File: src/rtl/dm_access_arbiter.sv
// Arbitrates the single-port data memory between the MEM stage (port 0) and the debug/loader port (port 1).
// Define DM_ARB_RR_EN for round-robin tie-breaking; otherwise port 0 has fixed priority.
module dm_access_arbiter #(
  parameter int DW     = 8,
  parameter int AW     = 8,
  parameter int RD_LAT = 1
) (
  input  logic          clk,
  input  logic          reset,
  input  logic          p0_req,
  input  logic          p0_rw,
  input  logic [AW-1:0] p0_addr,
  input  logic [DW-1:0] p0_wdata,
  output logic          p0_gnt,
  output logic          p0_rvalid,
  output logic [DW-1:0] p0_rdata,
  input  logic          p1_req,
  input  logic          p1_rw,
  input  logic [AW-1:0] p1_addr,
  input  logic [DW-1:0] p1_wdata,
  output logic          p1_gnt,
  output logic          p1_rvalid,
  output logic [DW-1:0] p1_rdata,
  output logic          dm_en,
  output logic          dm_rw,
  output logic [AW-1:0] dm_addr,
  output logic [DW-1:0] dm_wdata,
  input  logic [DW-1:0] dm_rdata,
  output logic          busy
);

  typedef enum logic [1:0] {
    IDLE    = 2'd0,
    ACCESS  = 2'd1,
    RD_WAIT = 2'd2,
    RD_RET  = 2'd3
  } state_t;

  localparam logic [1:0] LAT_LOAD = 2'(RD_LAT - 1);

  state_t        state_r, state_s;
  logic [1:0]    cnt_r, cnt_s;
  logic          owner_r, owner_s;
  logic          pick1_s;
  logic          p0_gnt_r, p0_gnt_s, p1_gnt_r, p1_gnt_s;
  logic          p0_rvalid_r, p0_rvalid_s, p1_rvalid_r, p1_rvalid_s;
  logic [DW-1:0] p0_rdata_r, p0_rdata_s, p1_rdata_r, p1_rdata_s;
  logic          dm_en_r, dm_en_s, dm_rw_r, dm_rw_s;
  logic [AW-1:0] dm_addr_r, dm_addr_s;
  logic [DW-1:0] dm_wdata_r, dm_wdata_s;
  logic          busy_r, busy_s;

`ifdef DM_ARB_RR_EN
  logic last_r, last_s;

  // On a tie the port not served most recently wins; last_r=1 means port 1 was last
  assign pick1_s = p1_req & (~p0_req | ~last_r);
  assign last_s  = (p0_gnt_s | p1_gnt_s) ? pick1_s : last_r;

  // Last-served pointer, reset to port 1 so port 0 wins first
  always_ff @(posedge clk or negedge reset) begin
    if (!reset) begin
      last_r <= 1'b1;
    end else begin
      last_r <= last_s;
    end
  end
`else
  assign pick1_s = p1_req & ~p0_req;
`endif

  // Next-state and next-output decode; dm_rw/addr/wdata double as the latched request fields
  always_comb begin
    state_s     = state_r;
    cnt_s       = cnt_r;
    owner_s     = owner_r;
    p0_gnt_s    = 1'b0;
    p1_gnt_s    = 1'b0;
    p0_rvalid_s = 1'b0;
    p1_rvalid_s = 1'b0;
    p0_rdata_s  = p0_rdata_r;
    p1_rdata_s  = p1_rdata_r;
    dm_en_s     = 1'b0;
    dm_rw_s     = dm_rw_r;
    dm_addr_s   = dm_addr_r;
    dm_wdata_s  = dm_wdata_r;
    case (state_r)
      IDLE: begin
        if (p0_req || p1_req) begin
          state_s = ACCESS;
          owner_s = pick1_s;
          dm_en_s = 1'b1;
          if (pick1_s) begin
            p1_gnt_s   = 1'b1;
            dm_rw_s    = p1_rw;
            dm_addr_s  = p1_addr;
            dm_wdata_s = p1_wdata;
          end else begin
            p0_gnt_s   = 1'b1;
            dm_rw_s    = p0_rw;
            dm_addr_s  = p0_addr;
            dm_wdata_s = p0_wdata;
          end
        end else begin
          state_s = IDLE;
        end
      end
      ACCESS: begin
        if (dm_rw_r) begin
          state_s = IDLE;
        end else begin
          state_s = RD_WAIT;
          cnt_s   = LAT_LOAD;
        end
      end
      RD_WAIT: begin
        if (cnt_r == 2'd0) begin
          state_s = RD_RET;
          if (owner_r) begin
            p1_rdata_s  = dm_rdata;
            p1_rvalid_s = 1'b1;
          end else begin
            p0_rdata_s  = dm_rdata;
            p0_rvalid_s = 1'b1;
          end
        end else begin
          cnt_s = cnt_r - 2'd1;
        end
      end
      RD_RET: begin
        state_s = IDLE;
      end
      default: begin
        state_s = IDLE;
      end
    endcase
    busy_s = (state_s != IDLE);
  end

  // State, counter and registered outputs; reset aborts any access in flight
  always_ff @(posedge clk or negedge reset) begin
    if (!reset) begin
      state_r     <= IDLE;
      cnt_r       <= 2'd0;
      owner_r     <= 1'b0;
      p0_gnt_r    <= 1'b0;
      p1_gnt_r    <= 1'b0;
      p0_rvalid_r <= 1'b0;
      p1_rvalid_r <= 1'b0;
      p0_rdata_r  <= '0;
      p1_rdata_r  <= '0;
      dm_en_r     <= 1'b0;
      dm_rw_r     <= 1'b0;
      dm_addr_r   <= '0;
      dm_wdata_r  <= '0;
      busy_r      <= 1'b0;
    end else begin
      state_r     <= state_s;
      cnt_r       <= cnt_s;
      owner_r     <= owner_s;
      p0_gnt_r    <= p0_gnt_s;
      p1_gnt_r    <= p1_gnt_s;
      p0_rvalid_r <= p0_rvalid_s;
      p1_rvalid_r <= p1_rvalid_s;
      p0_rdata_r  <= p0_rdata_s;
      p1_rdata_r  <= p1_rdata_s;
      dm_en_r     <= dm_en_s;
      dm_rw_r     <= dm_rw_s;
      dm_addr_r   <= dm_addr_s;
      dm_wdata_r  <= dm_wdata_s;
      busy_r      <= busy_s;
    end
  end

  assign p0_gnt    = p0_gnt_r;
  assign p1_gnt    = p1_gnt_r;
  assign p0_rvalid = p0_rvalid_r;
  assign p1_rvalid = p1_rvalid_r;
  assign p0_rdata  = p0_rdata_r;
  assign p1_rdata  = p1_rdata_r;
  assign dm_en     = dm_en_r;
  assign dm_rw     = dm_rw_r;
  assign dm_addr   = dm_addr_r;
  assign dm_wdata  = dm_wdata_r;
  assign busy      = busy_r;

endmodule

File: config.mk
export PLATFORM = sky130hd
export DESIGN_NAME = dm_access_arbiter
export DESIGN_NICKNAME = d
export VERILOG_FILES = /design/src/rtl/dm_access_arbiter.sv
export SDC_FILE = /design/constraint.sdc
export NUM_CORES = 1
export LEC_CHECK = 0
export CAP_MARGIN = 20
export CELL_PAD_IN_SITES_DETAIL_PLACEMENT = 1
export CELL_PAD_IN_SITES_GLOBAL_PLACEMENT = 1
export CORE_MARGIN = 3
export CORE_UTILIZATION = 32
export DETAILED_ROUTE_END_ITERATION = 16
export GPL_TIMING_DRIVEN = 1
export PLACE_DENSITY = 0.81
export SLEW_MARGIN = 20
export SYNTH_ARGS = -nofsm -noshare
export SYNTH_HDL_FRONTEND = slang
export SYNTH_SLANG_ARGS = --single-unit
File: constraint.sdc
create_clock -name clk -period 1.66 [get_ports clk]
set_input_delay 0.332 -clock clk [delete_from_list [all_inputs] [get_ports clk]]
set_output_delay 0.332 -clock clk [all_outputs]
set_load 0.05 [all_outputs]
* Yosys cells after proc, flatten, opt, wreduce, memory -nomap -nowiden
Index checks and enable logic that the tools add are counted. W data, S select, Z words.
Operators by class: add/subtract/negate cells 1, multipliers 0, div/mod/pow operators 0, magnitude comparators 0, equal/unequal tests 5, shift-type cells 0, mux-type cells 24, bitwise operators 3, reductions and logical operators 9
Operators with widths (number):
- $mux W1 | 16
- $mux W8 | 2
- $reduce_and A3 Y1 | 3
- $mux W2 | 4
- $pmux W2 S4 | 1
- $eq A2 B2 Y1 const B | 2
- $logic_not A2 Y1 | 2
- $ne A2 B2 Y1 const B | 2
- $pmux W2 S2 | 1
- $reduce_bool A2 Y1 | 2
- $eq A2 B1 Y1 const B | 1
- $not A1 Y1 | 2
- $reduce_and A2 Y1 | 1
- $sub A2 B1 Y2 const B | 1
- $and A1 B1 Y1 | 1
- $logic_or A1 B1 Y1 | 1
Storage, ports and cells: register bits after elaboration 44, bits in latches 0, bits in writable memories 0, ROM bits 0, output and inout bits 39, word-level logic and storage cells 56, memories kept 0

* Logic depth before layout (Yosys ltp)
Gate-level depths: netlist of run 1.
depth after elaboration 5, gate-level depth with buffers 5, mapped depth without buffers 5

* Worst setup path after synthesis of run 1
OpenSTA, ideal clock, no wires.
path kind register to register, from register cnt_r[0], to register p0_rdata_r[0], in the netlist p0_rdata[0], setup time 0.125 ns, arrival 1.393 ns, path slack 0.142 ns, stages on the path, launching flop included 6, path buffers 0, clock period less this slack 1.518 ns, cell sequence dfrtp_1 inv_1 ha_1 nand3b_1 nor2_2 mux2_2
Between the ends: longest elaborated chain between the ends 2
RTL lines:
- from (decl) | line 42 | logic [1:0] cnt_r, cnt_s;
- from (signal assigned) | line 159 | cnt_r <= cnt_s;
- $logic_not A2 Y1 | line 117 | if (cnt_r == 2'd0) begin
- $reduce_and A3 Y1 (no source line)
- to (signal assigned) | line 165 | p0_rdata_r <= p0_rdata_s;
- to (decl) | line 47 | logic [DW-1:0] p0_rdata_r, p0_rdata_s, p1_rdata_r, p1_rdata_s;
Every way passes these cells. A chain may end at the register's enable or synchronous reset.

* Worst setup path in the final report of run 1
from input port p1_req, to register dm_addr_r[2], in the netlist dm_addr[2]
Between the ends: longest elaborated chain between the ends 2
RTL lines:
- from (decl) | line 17 | input logic p1_req,
- $and A1 B1 Y1 / $logic_or A1 B1 Y1 (equally long branches) | line 69, 89
- $mux W8 / $reduce_and A2 Y1 (equally long branches)
- to (signal assigned) | line 169 | dm_addr_r <= dm_addr_s;
- to (decl) | line 49 | logic [AW-1:0] dm_addr_r, dm_addr_s;
Parallel ways exist; a longest one is shown, timed or not.

==> results by stage, run 1 <==
Route:
- The detailed router put a total of 1790 um of wire on met1.
- After detailed routing, the number of remaining DRC violations is 0.
- The first detailed-routing pass ran for 3 iterations.
- The total number of vias is between 1000 and 1500.
- The count of nets left with antenna violations once routing finished came out at 0.
- After detailed routing, the average wire length per cell comes to ~15 um.
- The via count normalized by instance count is 4.62.
- Summed over all nets, wire length on met3 after detailed routing comes to between 300 and 400 um.
- The top routing layer in use is met4.
- The first-iteration detailed-routing DRC count is 44.
- The post-detailed-routing wire length is 4430 um.
- The wire length on met2 is between 2000 and 2500 um.

STA:
- Summed over all failing endpoints, the final setup total negative slack is 0 ns.
- The headroom to the max-slew limit is approximately 82%.
- Across all setup checks in the final design, the least slack found is a little under 0.08 ns.
- The smallest clock period supported by the final layout is computed as ~1.6 ns.
- The worst clock skew is roughly 0.0061 ns.
- The number of hold-slack violations in the final timing report came to 0.
- Setup repair after global routing left no endpoint under its margin.
- The count of pins over their slew limit came to 0.
- The worst hold-check slack is between 0.01 and 0.015 ns.
- Timing would allow up to 633 MHz.
- The post-route fraction of the period consumed by the critical path is between 90% and 100%.
- The slew of the pin with the lowest slew margin is around 0.26 ns.
- The final setup violation count is 0.

Clock tree:
- TritonCTS built the clock tree.
- The post-CTS setup buffer count is 0.
- The number of gates resized after CTS was 0.
- CTS built an H-tree with a depth of 2.
- The number of sinks driven by the clock tree is between 40 and 50.
- The library cell used as clock root buffer is sky130_fd_sc_hd__clkbuf_8.
- The number of hold buffers added after CTS is 0.
- In this run, CTS created clock tree buffers numbering 5.
- Counting along the longest clock path gives a buffer depth of 2.
- After clock tree synthesis, the clock-pin slew on the worst setup and hold paths is approximately 0.08 ns.
- Clock latency on the worst-skew pair, taken at its later pin, is 0.30 ns.

Setup path:
- For this design, the slowest cell found on the critical path is sky130_fd_sc_hd__clkdlybuf4s50_1.
- The worst setup path is captured at a register.
- In this run the worst path has a maximum fanout of 7.
- The required time reported for the critical path endpoint is around 1.8 ns.
- The worst register-to-register path has a setup slack of approximately 0.17 ns.
- The data arrival time of the worst path is about 1.8 ns.
- The worst setup path is launched from an input port.
- On the worst path, the slowest cell contributes a delay of between 0.4 and 0.5 ns.
- The worst setup path category is in2reg.
- Walking the worst path, the cells encountered are clkdlybuf4s50_1 > nor2b_4 > buf_4 > mux2_4 > mux2_2.

Power:
- Summed over all cells, the static leakage comes to 1.32 nW.
- In this run, flip-flops and latches consume 30.5% of the power.
- The internal portion of the total power is around 3.3 mW.
- Summed over all nets, the switching power comes to 2.91 mW.
- The fraction of power consumed by combinational cells is ~60%.
- The switching power share of the total is 47.2%.
- The maximum ir drop on the vdd rail is roughly 0.91 mV.
- The power density over cell area is roughly 2100 nW/um^2.
- The total chip power is 6.16 mW.
- The clock network accounts for between 10% and 20% of the total power.

Finish:
- In the final design database the tool counted between 200 and 300 nets.
- The non-filler instance count after layout is 295.
- Counting the fill cells in the layout gives slightly below 600.
- From synthesis to final layout, the design area changed by 52.5%.
- Cells with a size suffix above 1 make up 50.2% of the layout.
- The number of antenna diodes in the final layout is 0.
- The post-route core utilization is between 50% and 60%.
- In the layout the commonest cells are sky130_fd_sc_hd__dfrtp_1 (44), sky130_fd_sc_hd__clkdlybuf4s50_1 (44), sky130_fd_sc_hd__buf_4 (42).
- The final design area excluding fillers is just under 3000 sq um.

Floorplan:
- In this run the standard cell core region covers around 5600 sq um.
- The count of pins on the block boundary is 85.
- The floorplan step set the die width to roughly 83 um.
- After floorplanning, the core was divided into 27 placement rows.
- The die is roughly 83 um tall.
- Once the floorplan was initialized, standard cells occupied around 34% of the core.
- The die covers approximately 7000 sq um.

Logic synthesis:
- The post-synthesis cell type count is 22.
- The proportion of synthesized chip area in sequential cells is 57.4%.
- During synthesis, Yosys emitted a total of 0 warnings.
- The synthesis-stage register bit count is 44.
- The average footprint of a synthesized cell is ~15 sq um.
- After technology mapping, the gate count stands at 127.
- Synthesis produced a netlist with a net count of approximately 170.
- The post-synthesis instance area is 1920 sq um.

Place:
- Detailed placement finished with a half-perimeter wire length of about 3400 um.
- The total instance count after detailed placement is 287.
- The post-placement worst setup slack is -0.228 ns.
- Routability-driven placement finished with a final weighted congestion of 0.788.
- The port buffer count is 84.
- The placed instance area is 2830 sq um.

GRT:
- In the global route stage, overall resource usage came out at a little over an eighth.
- The overall overflow remaining after global route is 0.
- Entering global routing, the biggest net connects 45 pins.
- The initial antenna violation count came to 0.
- The first-pass GRT wire length is ~7400 um.
- The number of global-route vias before repair is 1479.

Run:
- The max capacitance violation total is 0.

Run status:
- The flow ran to the end, and the final reports show no timing, DRC or antenna violations.

Worst hold path:
- In this run the worst hold path is classified as in2async.
-- area by class of cell --
cell class	count	area, sq um	share of cell area [%]
flip-flops and latches	44	1100	37.7
repair buffers	92	861	29.5
multi-input cells	75	763	26.1
well taps	72	90.1	3.08
clock buffers	6	82.6	2.83
inverters	4	15.0	0.514
clock inverters	2	10.0	0.342
-- synth_stat cells --
library cell / count / area (sq um)
sky130_fd_sc_hd__nand2b_1: 1 / 6.26
sky130_fd_sc_hd__dfrtp_1: 44 / 1100
sky130_fd_sc_hd__a21oi_1: 1 / 5.00
sky130_fd_sc_hd__a21o_1: 1 / 7.51
sky130_fd_sc_hd__and2b_1: 1 / 7.51
sky130_fd_sc_hd__and2_2: 2 / 15.0
sky130_fd_sc_hd__inv_1: 4 / 15.0
sky130_fd_sc_hd__nand3_2: 1 / 10.0
sky130_fd_sc_hd__o21ai_0: 3 / 15.0
sky130_fd_sc_hd__a221oi_1: 2 / 17.5
sky130_fd_sc_hd__buf_12: 1 / 20.0
sky130_fd_sc_hd__nand2_1: 1 / 3.75
sky130_fd_sc_hd__nor2_2: 1 / 6.26
sky130_fd_sc_hd__nor2_1: 6 / 22.5
sky130_fd_sc_hd__nor2b_1: 2 / 12.5
sky130_fd_sc_hd__mux2_2: 41 / 462
sky130_fd_sc_hd__buf_2: 2 / 10.0
sky130_fd_sc_hd__mux2_4: 9 / 135
sky130_fd_sc_hd__buf_6: 1 / 11.3
sky130_fd_sc_hd__ha_1: 1 / 12.5
sky130_fd_sc_hd__nor2b_4: 1 / 13.8
sky130_fd_sc_hd__nand3b_1: 1 / 7.51
-- cells by family after synthesis --
| group | synth area share, % |
|---|---|
| muxes | 31.1 |
| DFF | 57.4 |
| and+or+nand+nor | 5.48 |
| buffers and inverters | 2.94 |
| AOI/OAI and AO/OA | 2.35 |
| adders and majority gates | 0.653 |
-- per-layer routing --
layer,up-vias,global-route usage (%)
met5,-,0
met1,662,15.3
li1,634,-
met4,0,5.79
met3,6,5.06
met2,60,23.5
-- critical path: cells and delay by family --
family | cells | cell delay [ns]
buf+inv | 2 | 0.68
simple gates | 1 | 0.18
mux | 2 | 0.57
-- path summary, 6_finish.rpt --
check,cells past startpoint,startpoint,endpoint
min reg2reg,1,dm_wdata[5]$_DFFE_PN0P_,dm_wdata[5]$_DFFE_PN0P_
max,5,p1_req,dm_addr[2]$_DFFE_PN0P_
max in group asynchronous,2,reset,dm_addr[0]$_DFFE_PN0P_
min in group clk,1,dm_wdata[5]$_DFFE_PN0P_,dm_wdata[5]$_DFFE_PN0P_
min,2,reset,p1_rdata[5]$_DFFE_PN0P_
max reg2reg,6,cnt_r[0]$_DFFE_PN0P_,p0_rdata[5]$_DFFE_PN0P_
-- power groups by stage --
stage / clock network [mW] / registers [mW] / logic [mW]
6_report: 0.687 / 1.88 / 3.59
5_1_grt: 0.776 / 1.96 / 3.77
4_1_cts: 0.725 / 1.89 / 3.65
3_5_place_dp: 0 / 1.91 / 3.65
3_3_place_gp: 0 / 1.89 / 3.60
2_1_floorplan: 0 / 3.49 / 0.797
-- sequential cells by signal, summed over array words and instances (netlist names), 2 cells and up --
signal,count
dm_addr,8
dm_wdata,8
p0_rdata,8
p1_rdata,8
cnt_r,2
state_r,2
Power figures use the tool's default switching activity.
==> run 2, diff against run 1 <==
--- a/config.mk
+++ b/config.mk
@@ -5,7 +5,6 @@
 export SDC_FILE = /design/constraint.sdc
 export NUM_CORES = 1
 export LEC_CHECK = 0
-export CAP_MARGIN = 20
 export CELL_PAD_IN_SITES_DETAIL_PLACEMENT = 1
 export CELL_PAD_IN_SITES_GLOBAL_PLACEMENT = 1
 export CORE_MARGIN = 3
@@ -13,7 +12,7 @@
 export DETAILED_ROUTE_END_ITERATION = 16
 export GPL_TIMING_DRIVEN = 1
 export PLACE_DENSITY = 0.81
-export SLEW_MARGIN = 20
+export SLEW_MARGIN = 10
 export SYNTH_ARGS = -nofsm -noshare
 export SYNTH_HDL_FRONTEND = slang
 export SYNTH_SLANG_ARGS = --single-unit
==> results of run 2 <==
No change in the layout: final DEF, timing and power equal those of run 1.
==> run 3, diff against run 2 <==
--- a/config.mk
+++ b/config.mk
@@ -12,7 +12,7 @@
 export DETAILED_ROUTE_END_ITERATION = 16
 export GPL_TIMING_DRIVEN = 1
 export PLACE_DENSITY = 0.81
-export SLEW_MARGIN = 10
+export SLEW_MARGIN = 20
 export SYNTH_ARGS = -nofsm -noshare
 export SYNTH_HDL_FRONTEND = slang
 export SYNTH_SLANG_ARGS = --single-unit
==> results of run 3 <==
No change in the layout: final DEF, timing and power equal those of run 1.
